### src/rtl/run_ctrl_pkg.sv
// run_ctrl_pkg: shared types and encodings for the run controller.
// Optional feature macro used by run_ctrl: RUN_CTRL_LIMIT_EN (cycle-limit timeout).
package run_ctrl_pkg;

    // Run-controller states; the encoding is also the status-word state field
    typedef enum logic [1:0] {
        ST_IDLE  = 2'd0,
        ST_RUN   = 2'd1,
        ST_DRAIN = 2'd2,
        ST_DONE  = 2'd3
    } state_e;

    // rd_sel encodings
    localparam logic [1:0] SEL_CYCLES = 2'd0;
    localparam logic [1:0] SEL_INSTR  = 2'd1;
    localparam logic [1:0] SEL_STALL  = 2'd2;
    localparam logic [1:0] SEL_STATUS = 2'd3;

    // Status-word bit positions
    localparam int STATUS_STATE_LSB   = 0;
    localparam int STATUS_STATE_MSB   = 1;
    localparam int STATUS_TIMEOUT_BIT = 2;

    // A run is active (counting) in RUN and DRAIN
    function automatic logic is_active(input state_e s);
        return (s == ST_RUN) || (s == ST_DRAIN);
    endfunction

endpackage

### src/rtl/sat_counter.sv
// sat_counter: W-bit counter with synchronous clear and saturating increment.
module sat_counter #(
    parameter int W = 32
) (
    input  logic         clk,
    input  logic         rst_n,
    input  logic         clr,
    input  logic         inc,
    output logic [W-1:0] value
);

    localparam logic [W-1:0] MAX_VAL = {W{1'b1}};

    logic [W-1:0] value_q;
    logic [W-1:0] value_d;

    // Next value: clear wins, otherwise increment unless already at all-ones
    always_comb begin
        value_d = value_q;
        if (clr) begin
            value_d = {W{1'b0}};
        end else if (inc && (value_q != MAX_VAL)) begin
            value_d = value_q + W'(1'b1);
        end else begin
            value_d = value_q;
        end
    end

    // Counter register
    always_ff @(posedge clk or negedge rst_n) begin
        if (!rst_n) begin
            value_q <= {W{1'b0}};
        end else begin
            value_q <= value_d;
        end
    end

    assign value = value_q;

endmodule

### src/rtl/run_ctrl.sv
// run_ctrl: program-run sequencer with cycle / retired-instruction / stall
// counters and a one-cycle-latency counter read port.
// Optional feature macro: RUN_CTRL_LIMIT_EN enables the cycle-limit timeout;
// without it a run ends only on halt and timeout stays 0.
module run_ctrl
    import run_ctrl_pkg::*;
#(
    parameter int CW           = 32,
    parameter int CYCLE_LIMIT  = 100000,
    parameter int DRAIN_CYCLES = 4
) (
    input  logic          clk,
    input  logic          rst_n,
    input  logic          start,
    input  logic          is_halt,
    input  logic          w_v,
    input  logic          stall,
    input  logic          rd_req,
    input  logic [1:0]    rd_sel,
    output logic          rd_ack,
    output logic [CW-1:0] rd_data,
    output logic          running,
    output logic          done,
    output logic          timeout
);

    localparam int DW = (DRAIN_CYCLES > 1) ? $clog2(DRAIN_CYCLES) : 1;
    localparam logic [DW-1:0] DRAIN_LOAD = DW'(DRAIN_CYCLES - 1);

    state_e        state_q, state_d;
    logic [DW-1:0] drain_q, drain_d;
    logic          timeout_q, timeout_d;
    logic          running_q, running_d;
    logic          done_q, done_d;
    logic          rd_ack_q, rd_ack_d;
    logic [CW-1:0] rd_data_q, rd_data_d;

    logic          clr_s;
    logic          limit_hit_s;
    logic          cyc_inc_s, ins_inc_s, stl_inc_s;
    logic [CW-1:0] cyc_cnt_s, ins_cnt_s, stl_cnt_s;

`ifdef RUN_CTRL_LIMIT_EN
    // Compared at 64 bits so a limit beyond the counter range simply never fires
    localparam logic [63:0] LIMIT_M1 = 64'(CYCLE_LIMIT - 1);
    assign limit_hit_s = (64'(cyc_cnt_s) == LIMIT_M1);
`else
    assign limit_hit_s = 1'b0;
`endif

    // Counter increment qualification by state
    assign cyc_inc_s = is_active(state_q);
    assign ins_inc_s = is_active(state_q) && w_v;
    assign stl_inc_s = (state_q == ST_RUN) && stall && !w_v;

    sat_counter #(.W(CW)) u_cyc_cnt (
        .clk(clk), .rst_n(rst_n), .clr(clr_s), .inc(cyc_inc_s), .value(cyc_cnt_s)
    );
    sat_counter #(.W(CW)) u_ins_cnt (
        .clk(clk), .rst_n(rst_n), .clr(clr_s), .inc(ins_inc_s), .value(ins_cnt_s)
    );
    sat_counter #(.W(CW)) u_stl_cnt (
        .clk(clk), .rst_n(rst_n), .clr(clr_s), .inc(stl_inc_s), .value(stl_cnt_s)
    );

    // Next-state logic: run sequencing, drain countdown, timeout flag
    always_comb begin
        state_d   = state_q;
        drain_d   = drain_q;
        timeout_d = timeout_q;
        clr_s     = 1'b0;
        case (state_q)
            ST_IDLE, ST_DONE: begin
                if (start) begin
                    state_d   = ST_RUN;
                    clr_s     = 1'b1;
                    timeout_d = 1'b0;
                end else begin
                    state_d = state_q;
                end
            end
            ST_RUN: begin
                // Halt has priority over the limit in the same cycle
                if (is_halt) begin
                    state_d = ST_DRAIN;
                    drain_d = DRAIN_LOAD;
                end else if (limit_hit_s) begin
                    state_d   = ST_DONE;
                    timeout_d = 1'b1;
                end else begin
                    state_d = ST_RUN;
                end
            end
            ST_DRAIN: begin
                if (drain_q == {DW{1'b0}}) begin
                    state_d = ST_DONE;
                end else begin
                    drain_d = drain_q - DW'(1'b1);
                end
            end
            default: begin
                state_d = ST_IDLE;
            end
        endcase
    end

    // Output next values: status flags from next state, read data from current counters
    always_comb begin
        running_d = is_active(state_d);
        done_d    = (state_d == ST_DONE);
        rd_ack_d  = rd_req;
        rd_data_d = {CW{1'b0}};
        if (rd_req) begin
            case (rd_sel)
                SEL_CYCLES: rd_data_d = cyc_cnt_s;
                SEL_INSTR:  rd_data_d = ins_cnt_s;
                SEL_STALL:  rd_data_d = stl_cnt_s;
                SEL_STATUS: begin
                    rd_data_d[STATUS_STATE_MSB:STATUS_STATE_LSB] = state_q;
                    rd_data_d[STATUS_TIMEOUT_BIT]                = timeout_q;
                end
                default:    rd_data_d = {CW{1'b0}};
            endcase
        end else begin
            rd_data_d = {CW{1'b0}};
        end
    end

    // State and output registers
    always_ff @(posedge clk or negedge rst_n) begin
        if (!rst_n) begin
            state_q   <= ST_IDLE;
            drain_q   <= {DW{1'b0}};
            timeout_q <= 1'b0;
            running_q <= 1'b0;
            done_q    <= 1'b0;
            rd_ack_q  <= 1'b0;
            rd_data_q <= {CW{1'b0}};
        end else begin
            state_q   <= state_d;
            drain_q   <= drain_d;
            timeout_q <= timeout_d;
            running_q <= running_d;
            done_q    <= done_d;
            rd_ack_q  <= rd_ack_d;
            rd_data_q <= rd_data_d;
        end
    end

    assign running = running_q;
    assign done    = done_q;
    assign timeout = timeout_q;
    assign rd_ack  = rd_ack_q;
    assign rd_data = rd_data_q;

endmodule

### config.mk
export PLATFORM = sky130hd
export DESIGN_NAME = run_ctrl
export DESIGN_NICKNAME = d
export VERILOG_FILES = /design/src/rtl/run_ctrl_pkg.sv /design/src/rtl/sat_counter.sv /design/src/rtl/run_ctrl.sv
export SDC_FILE = /design/constraint.sdc
export NUM_CORES = 1
export LEC_CHECK = 0
export BUFFER_PORTS_ARGS = -buffer_cell sky130_fd_sc_hd__buf_2
export CELL_PAD_IN_SITES_DETAIL_PLACEMENT = 1
export CELL_PAD_IN_SITES_GLOBAL_PLACEMENT = 2
export CORE_UTILIZATION = 38
export CTS_CLUSTER_SIZE = 16
export DETAILED_ROUTE_END_ITERATION = 10
export PLACE_DENSITY_LB_ADDON = 0.1
export SLEW_MARGIN = 20
export SYNTH_ARGS = -nofsm -noshare
export SYNTH_HDL_FRONTEND = slang
export SYNTH_SLANG_ARGS = --single-unit
### constraint.sdc
create_clock -name clk -period 3.07 [get_ports clk]
set_clock_uncertainty 0.15 [all_clocks]
set_input_delay 0.4605 -clock clk [delete_from_list [all_inputs] [get_ports clk]]
set_output_delay 0.4605 -clock clk [all_outputs]
set_load 0.01 [all_outputs]
== After elaboration in Yosys (flattened, before gate mapping) ==
Index checks and enable logic that the tools add are counted.

* Bits in registers: 135
* Bits of input ports: 9
* Output and inout port bits: 36
* Word-level logic and storage cells: 63

* Add/subtract/negate cells: 4
* Eq/ne operators: 14
* Muxes and demuxes: 18
* Reductions and logical operators: 18

{| class="wikitable"
|+ Operators with widths
! cell !! number
|-
| $mux W32 || 7
|-
| $add A32 B1 Y32 const B || 3
|-
| $ne A32 B32 Y1 const B || 3
|-
| $pmux W29 S3 || 1
|-
| $eq A2 B2 Y1 const B || 6
|-
| $pmux W3 S4 || 1
|-
| $mux W2 || 5
|-
| $reduce_bool A2 Y1 || 4
|-
| $eq A2 B1 Y1 const B || 3
|-
| $logic_and A1 B1 Y1 || 6
|-
| $logic_not A2 Y1 || 3
|-
| $pmux W2 S3 || 1
|-
| $ne A2 B2 Y1 const B || 2
|-
| $pmux W2 S2 || 1
|-
| $reduce_and A3 Y1 || 1
|-
| $logic_or A1 B1 Y1 || 2
|-
| $mux W1 || 2
|-
| $reduce_or A2 Y1 || 1
|-
| $sub A2 B1 Y2 const B || 1
|-
| $logic_not A1 Y1 || 1
|}

== Longest topological paths before layout ==
Gate-level depths: netlist of run 1.

* Word-level depth: 6
* Mapped depth: 9
* Depth with buffers taken out: 8

== By module ==
Synthesis of run 1 repeated with hierarchy kept, for this count alone.

* Cells, all modules: 803
* Area, all modules: 7830.0 um2

{| class="wikitable"
|+ Modules (own cells, without submodules)
! module !! instances !! cells an instance !! area an instance (um2)
|-
| sat_counter || 3 || 198 || 1854.3
|-
| run_ctrl || 1 || 209 || 2267.2
|}

== Worst setup path before layout of run 1 ==
OpenSTA, ideal clock, no wires.

* Path type: register to register
* From: register u_cyc_cnt.value_q[0] (netlist: u_cyc_cnt.value[0])
* To: register u_cyc_cnt.value_q[20] (netlist: u_cyc_cnt.value[20])
* Library setup time: 0.126 ns
* Arrival time: 2.134 ns
* Data required time: 2.794 ns
* Setup slack: 0.661 ns
* Stages on the path, launching flop included: 8
* Path buffers: 0
* Clock period less this slack: 2.409 ns
* Cell sequence: dfrtp_1 > ha_1 > nand3_1 > or4_4 > nor4_4 > nor2_4 > and3_1 > a221o_1

* Longest elaborated chain between the ends: 3

{| class="wikitable"
|+ RTL lines
! element !! RTL line !! source
|-
| from (decl) || sat_counter.sv:14 || <nowiki>logic [W-1:0] value_q;</nowiki>
|-
| from (signal assigned) || sat_counter.sv:32 || <nowiki>value_q <= {W{1'b0}};</nowiki>
|-
| from (signal assigned) || sat_counter.sv:34 || <nowiki>value_q <= value_d;</nowiki>
|-
| $add A32 B1 Y32 or $ne A32 B32 Y1 (tied branches) || sat_counter.sv:23, sat_counter.sv:22 ||
|-
| $mux W32 or $logic_and A1 B1 Y1 (tied branches) || sat_counter.sv:22 || <nowiki>end else if (inc && (value_q != MAX_VAL)) begin</nowiki>
|-
| $mux W32 or $reduce_bool A2 Y1 (tied branches) || -- ||
|}

Parallel ways exist; a longest one is shown, timed or not. The select of a mux whose other input is x is not followed.
A chain may end at the register's enable or synchronous reset.

== Worst setup path after layout of run 1 ==
* From: register u_ins_cnt.value_q[0] (netlist: u_ins_cnt.value[0])
* To: register u_ins_cnt.value_q[3] (netlist: u_ins_cnt.value[3])

* Longest elaborated chain between the ends: 3

{| class="wikitable"
|+ RTL lines
! element !! RTL line
|-
| from (decl) || sat_counter.sv:14
|-
| from (signal assigned) || sat_counter.sv:32
|-
| from (signal assigned) || sat_counter.sv:34
|-
| $add A32 B1 Y32 or $ne A32 B32 Y1 (tied branches) || sat_counter.sv:23, sat_counter.sv:22
|-
| $mux W32 or $logic_and A1 B1 Y1 (tied branches) || sat_counter.sv:22
|-
| $mux W32 or $reduce_bool A2 Y1 (tied branches) || --
|}

Parallel ways exist; a longest one is shown, timed or not. The select of a mux whose other input is x is not followed.

==> impl_metrics.py, run 1 <==
metrics = {
    "worst_hold_path": {
        "worstHoldStart": "rd_req",
        "hold_path.class": "in2reg",
    },
    "job": {
        "maxCapViolCount": 0,
    },
    "synth": {
        "synth_cell_type_count": 61,
        "syn_area_per_cell_um2": 9.140,
        "synth_seq_cells": 135,
        "async_flop_share": 1.000,
        "syn_nets": 823,
        "synth-seq-area-share": 0.4580,
        "syn_inst": 807,
        "synthFlopType": "dfrtp_1",
        "syn_area_um2": 7376,
        "ys_warn_count": 0,
        "synth_edf_count": 0,
    },
    "clocking": {
        "clockRootBuffer": "clkbuf_16",
        "cts_resized": 0,
        "clock_path_buffers": 2,
        "h-tree-depth": 4,
        "numCtsBuffers": 17,
        "clk-insertion-delay-late_ps": 430,
        "hold_buffers": 1,
        "clkSinkCount": 135,
        "path_clk_slew_ps": 60,
        "cts_tree": "done",
        "cts_setup_buffers": 0,
    },
    "outcome": {
        "status": "completed",
    },
    "setup_path": {
        "r2r-start": "u_ins_cnt.value[0]$_DFFE_PN0P_",
        "worstSetupStartpointType": "register",
        "critPathKind": "reg2reg",
        "worstPathRequired_ps": 3250,
        "cp.arrival_ps": 2960,
        "worstPathMaxFanout": 19,
        "endpoint_kind": "register",
        "crit_start": "u_ins_cnt.value[0]$_DFFE_PN0P_",
    },
    "timing": {
        "max_slew_margin": 0.4461,
        "rsz0062_at_grt": "no",
        "maxSlewViolCount": 0,
        "setup_viol": 0,
        "timing.final.hold_violations": 0,
        "finalSetupTns_ps": 0,
        "worst_pin_slew_ps": 827.8,
        "finalCritPeriodShare": 0.9035,
        "max_freq_mhz": 360.5,
        "finalCriticalPeriod_ps": 2774,
    },
    "layout": {
        "drive_gt1_frac": 0.1313,
        "stdcell_count": 1128,
        "nNetsFinal": 872,
        "num_antenna_cells": 0,
        "area_growth_pct": 15.95,
    },
    "floorplan": {
        "start_util": 0.3904,
        "fp.dieW_um": 141.3,
        "core_um2": 18890,
        "die_h_um": 141.3,
        "dieArea_um2": 19970,
        "rows": 50,
        "num_io_pins": 45,
    },
    "detailed_routing": {
        "wl_per_cell_um": 20.08,
        "drc": 0,
        "viasPerCell": 5.564,
        "first_pass_iters": 4,
        "ant_nets": 0,
        "vias": 6276,
        "drt_iter0_markers": 282,
        "routed_wl_mm": 22.65,
    },
    "grt": {
        "grt_pass1_vias": 6805,
        "grt_usage": 0.2431,
        "grt_pass1_wl_mm": 37.16,
        "antenna_found_initial": 0,
        "grt-ovfl-total": 0,
        "grt_max_degree": 64,
    },
    "place": {
        "gp_congestion": 0.8313,
        "placed_cells": 1096,
        "dp_hpwl_mm": 16.04,
        "io_buffer_count": 43,
    },
    "power": {
        "peakVddDrop_mv": 0.3755,
        "leakagePower_nw": 3.706,
        "powerDensity_nw_per_um2": 613.9,
    },
}
==> layout make-up <==
cell class / count / area [um^2]
inverters: 17 / 63.81
multi-input cells: 616 / 3772
fillers: 2228 / 10340
repair buffers: 69 / 431.7
clock inverters: 9 / 126.4
clock buffers: 22 / 454.2
flip-flops and latches: 135 / 3378
well taps: 260 / 325.3
==> logic make-up after synthesis <==
group | share of synthesized area
AND/OR/NAND/NOR | 0.2738
AO/OA/AOI/OAI | 0.1118
flip-flops | 0.4580
buffers and inverters | 0.03087
XOR/XNOR | 0.05818
multiplexers | 0.05496
adder cells (fa/ha/maj) | 0.01187
other | 0.0005084
==> synthesized netlist by cell type (2+ instances only) <==
| cell | n | area, um^2 |
|---|---|---|
| buf_2 | 7 | 35.03 |
| or2_2 | 2 | 12.51 |
| mux4_2 | 2 | 45.04 |
| inv_1 | 16 | 60.06 |
| a311oi_1 | 2 | 17.52 |
| mux2i_1 | 36 | 360.4 |
| nor4_2 | 3 | 37.54 |
| a21o_1 | 6 | 45.04 |
| nor4_1 | 17 | 106.4 |
| a221o_1 | 3 | 30.03 |
| ha_1 | 7 | 87.58 |
| o22ai_1 | 4 | 25.02 |
| nand2b_1 | 2 | 12.51 |
| nor3b_1 | 2 | 15.01 |
| xnor2_1 | 36 | 315.3 |
| buf_1 | 2 | 7.510 |
| nor3_1 | 24 | 120.1 |
| nand4_4 | 2 | 42.54 |
| dfrtp_1 | 135 | 3378 |
| nand3_1 | 34 | 170.2 |
| or3_1 | 13 | 81.33 |
| and2_1 | 38 | 237.7 |
| a41oi_1 | 2 | 17.52 |
| nand4_1 | 22 | 137.6 |
| o31ai_1 | 4 | 30.03 |
| nand2_1 | 107 | 401.6 |
| xor2_1 | 13 | 113.9 |
| and4_1 | 15 | 131.4 |
| a31oi_1 | 5 | 31.28 |
| nor4b_1 | 4 | 35.03 |
| nor2_1 | 71 | 266.5 |
| and3_1 | 9 | 56.30 |
| a21oi_1 | 18 | 90.09 |
| clkbuf_1 | 27 | 101.4 |
| buf_4 | 2 | 15.01 |
| o21ai_0 | 82 | 410.4 |
| or4_4 | 2 | 22.52 |
| a211oi_1 | 2 | 15.01 |
| nor2b_1 | 7 | 43.79 |
==> layer usage <==
metal  track usage  vias up  part of all wire
met5             0        -                 0
met4       0.07265        0             0.016
met3       0.04387       27             0.027
met2        0.3973       81              0.48
met1        0.3281     3206              0.48
li1              -     2962                 -
==> cell usage in the layout (no fill, tap or decap), types with 3 or more instances in the layout <==
cell / netlist / final
a21o_1: 6 / 6
a21oi_1: 18 / 18
a221o_1: 3 / 3
a31oi_1: 5 / 5
and2_1: 38 / 38
and3_1: 9 / 9
and4_1: 15 / 15
buf_2: 7 / 42
buf_4: 2 / 24
bufinv_16: 0 / 3
clkbuf_1: 27 / 4
clkbuf_16: 0 / 17
clkinv_2: 0 / 4
dfrtp_1: 135 / 135
ha_1: 7 / 7
inv_1: 16 / 16
mux2i_1: 36 / 36
nand2_1: 107 / 107
nand3_1: 34 / 34
nand4_1: 22 / 22
nor2_1: 71 / 71
nor2b_1: 7 / 6
nor3_1: 24 / 24
nor4_1: 17 / 17
nor4_2: 3 / 3
nor4b_1: 4 / 4
o21ai_0: 82 / 82
o22ai_1: 4 / 4
o31ai_1: 4 / 4
or3_1: 13 / 13
xnor2_1: 36 / 36
xor2_1: 13 / 13
==> final timing paths <==
path	to	slack, ps	depth (start not counted)
hold reg to reg	u_ins_cnt.value[26]$_DFFE_PN0P_	360	1
min in group asynchronous	u_ins_cnt.value[8]$_DFFE_PN0P_	470	2
max in group asynchronous	u_cyc_cnt.value[17]$_DFFE_PN0P_	1520	3
setup reg to reg	u_ins_cnt.value[3]$_DFFE_PN0P_	300	7
setup / recovery	u_ins_cnt.value[3]$_DFFE_PN0P_	300	7
hold / removal	rd_ack$_DFF_PN0_	270	1
==> power by group <==
group          leakage (nW)  total, mW  switching, mW  internal (mW)
Sequential             1.86       1.96         0.0943           1.86
Clock                 0.284       2.06          0.771           1.29
Combinational          1.56       1.23          0.860          0.374
==> registers in the layout (all words and copies together) (netlist names) <==
name             cells
state_q              2
done                 1
rd_data             32
drain_q              2
u_stl_cnt.value     32
running              1
u_cyc_cnt.value     32
rd_ack               1
u_ins_cnt.value     32
==> stage by stage <==
step	instance area, um^2	setup slack, ps	utilization	power [mW]	hold slack [ps]
2_1_floorplan	7376	660.5	-	2.704	14.91
3_3_place_gp	7961	431.4	0.4214	3.165	336.7
3_5_place_dp	7961	330.4	0.4214	3.224	351.9
4_1_cts	8552	300.9	0.4526	5.319	262.3
5_1_grt	8552	150.6	0.4526	5.496	288.9
6_report	8552	296.3	0.4526	5.250	270.0
==> critical path: stages, from the launching register on <==
cell     delay (ps)
dfrtp_1         420
ha_1            290
nand4_1         130
or3_1           390
or4_4           480
a21oi_4         490
a21oi_1         110
o21ai_0         230
(Power assumes the default switching activity.)
==> run 2, diff against run 1 <==
CORE_UTILIZATION = 30   (was 38)
==> impl_metrics.py, run 2 (synthesis gave the netlist of run 1 again) <==
metrics = {
    "outcome": {
        "status": "completed",
    },
    "grt": {
        "grt_max_degree": 75,
        "grt_usage": 0.1973,
        "grt_pass1_wl_mm": 38.76,
        "antenna_found_initial": 0,
        "grt-ovfl-total": 0,
        "grt_pass1_vias": 6741,
    },
    "timing": {
        "setup_viol": 0,
        "rsz0062_at_grt": "no",
        "max_freq_mhz": 356.7,
        "timing.hold.ws_ps": 290.4,
        "finalCriticalPeriod_ps": 2803,
        "finalSetupTns_ps": 0,
        "finalCritPeriodShare": 0.9131,
        "max_slew_margin": 0.5053,
        "timing.final.hold_violations": 0,
        "worst_pin_slew_ps": 742.0,
        "maxSlewViolCount": 0,
    },
    "clocking": {
        "cts_setup_buffers": 0,
        "path_clk_slew_ps": 70,
        "cts_resized": 0,
        "clk-insertion-delay-late_ps": 420,
        "h-tree-depth": 4,
        "clock_path_buffers": 2,
        "cts_tree": "done",
        "hold_buffers": 1,
        "clkSinkCount": 135,
        "clockRootBuffer": "clkbuf_16",
        "numCtsBuffers": 17,
    },
    "detailed_routing": {
        "routed_wl_mm": 23.38,
        "drt_iter0_markers": 214,
        "routed.top_layer": "met4",
        "wl_met1_mm": 11.29,
        "drc": 0,
        "first_pass_iters": 4,
        "ant_nets": 0,
        "vias": 6234,
        "route.met2.wl_mm": 11.04,
        "wl_per_cell_um": 19.53,
        "route.met3.wl_um": 805,
        "viasPerCell": 5.208,
    },
    "worst_hold_path": {
        "worstHoldStart": "is_halt",
        "hold_path.class": "in2reg",
    },
    "place": {
        "placed_cells": 1164,
        "io_buffer_count": 43,
        "gp_congestion": 0.7703,
        "dp_hpwl_mm": 16.92,
    },
    "floorplan": {
        "dieArea_um2": 25220,
        "start_util": 0.3042,
        "num_io_pins": 45,
        "rows": 57,
        "fp.dieW_um": 158.8,
        "die_h_um": 158.8,
        "core_um2": 24250,
    },
    "power": {
        "leakagePower_nw": 3.739,
        "power.switching_mw": 1.806,
        "p_clk_frac": 0.410,
        "peakVddDrop_mv": 0.2972,
        "powerDensity_nw_per_um2": 622.5,
        "p_sw_frac": 0.3331,
        "p_comb_frac": 0.230,
        "p_int_mw": 3.616,
        "seqPwrFrac": 0.360,
    },
    "setup_path": {
        "worstSetupStartpointType": "register",
        "critPathKind": "reg2reg",
        "endpoint_kind": "register",
        "crit_family": "simple AND/OR/NAND/NOR gates",
        "cp_cell_sequence": "ha_1 > nand4_1 > or3_1 > or4_4 > a21oi_4 > o21ai_0 > o31ai_1",
        "cp.buffers_inverters": 0,
        "cp_slowest_cell": "a21oi_4",
        "cp.arrival_ps": 2980,
        "crit_start": "u_ins_cnt.value[0]$_DFFE_PN0P_",
        "r2r-start": "u_ins_cnt.value[0]$_DFFE_PN0P_",
        "critical-path-max-stage-delay_ps": 510,
        "worstPathMaxFanout": 19,
        "worstPathRequired_ps": 3250,
    },
    "layout": {
        "layout_commonest_cell": "dfrtp_1",
        "num-fill-cells": 2792,
        "area_growth_pct": 18.10,
        "drive_gt1_frac": 0.1397,
        "finish.utilization": 0.3592,
        "nNetsFinal": 876,
        "num_antenna_cells": 0,
        "final_cell_mix": "dfrtp_1, nand2_1, o21ai_0",
        "stdcell_count": 1197,
    },
    "job": {
        "maxCapViolCount": 0,
    },
}
## run 2: cell types whose count changed in the layout (fill, tap and decap cells not counted), moves of 2 or more
| cell | previous run | this run |
|---|---|---|
| clkbuf_1 | 4 | 1 |
| clkinvlp_4 | 1 | 3 |
| clkinv_4 | 1 | 5 |
| buf_4 | 24 | 28 |
| clkinv_2 | 4 | 1 |
## run 2: power by group through the flow
stage | Sequential (mW) | Combinational [mW] | Clock [mW]
6_report | 1.95 | 1.25 | 2.22
5_1_grt | 1.97 | 1.40 | 2.36
4_1_cts | 1.95 | 1.27 | 2.29
3_5_place_dp | 1.98 | 1.26 | 0
3_3_place_gp | 1.98 | 1.23 | 0
2_1_floorplan | 1.96 | 0.741 | 0
## run 2: routing by layer
| metal | GRT usage | up-vias |
|---|---|---|
| met1 | 0.2742 | 3162 |
| met3 | 0.03448 | 15 |
| met5 | 0 | - |
| met2 | 0.3158 | 87 |
| li1 | - | 2970 |
| met4 | 0.04943 | 0 |
## run 2: cell type report
class	instances	area (um^2)	share of cell area
repair buffers	73	461.7	0.05300
well taps	324	405.4	0.04654
clock buffers	18	429.2	0.04927
multi-input cells	616	3772	0.4331
clock inverters	14	200.2	0.02298
inverters	17	63.81	0.007325
flip-flops and latches	135	3378	0.3878
## run 2: final timing paths
path,endpoint,slack [ps],depth (start not counted)
hold / removal,state_q[1]$_DFF_PN0_,290,3
setup / recovery,u_ins_cnt.value[26]$_DFFE_PN0P_,270,7
max in group asynchronous,rd_data[27]$_DFF_PN0_,1500,3
setup reg to reg,u_ins_cnt.value[26]$_DFFE_PN0P_,270,7
hold reg to reg,u_ins_cnt.value[4]$_DFFE_PN0P_,380,1
min in group asynchronous,u_ins_cnt.value[10]$_DFFE_PN0P_,500,2
## run 2: per-stage QoR
stage	setup slack (ps)	area, um^2	power, mW
6_report	266.6	8711	5.423
4_1_cts	259.2	8711	5.513
3_5_place_dp	274.5	8071	3.243
3_3_place_gp	369.4	8071	3.213
5_1_grt	62.42	8711	5.720
2_1_floorplan	660.5	7376	2.704
## run 2: tightest hold or removal path, stage by stage
cell	delay, ps
buf_2	110
a21oi_1	110
o21ai_0	110
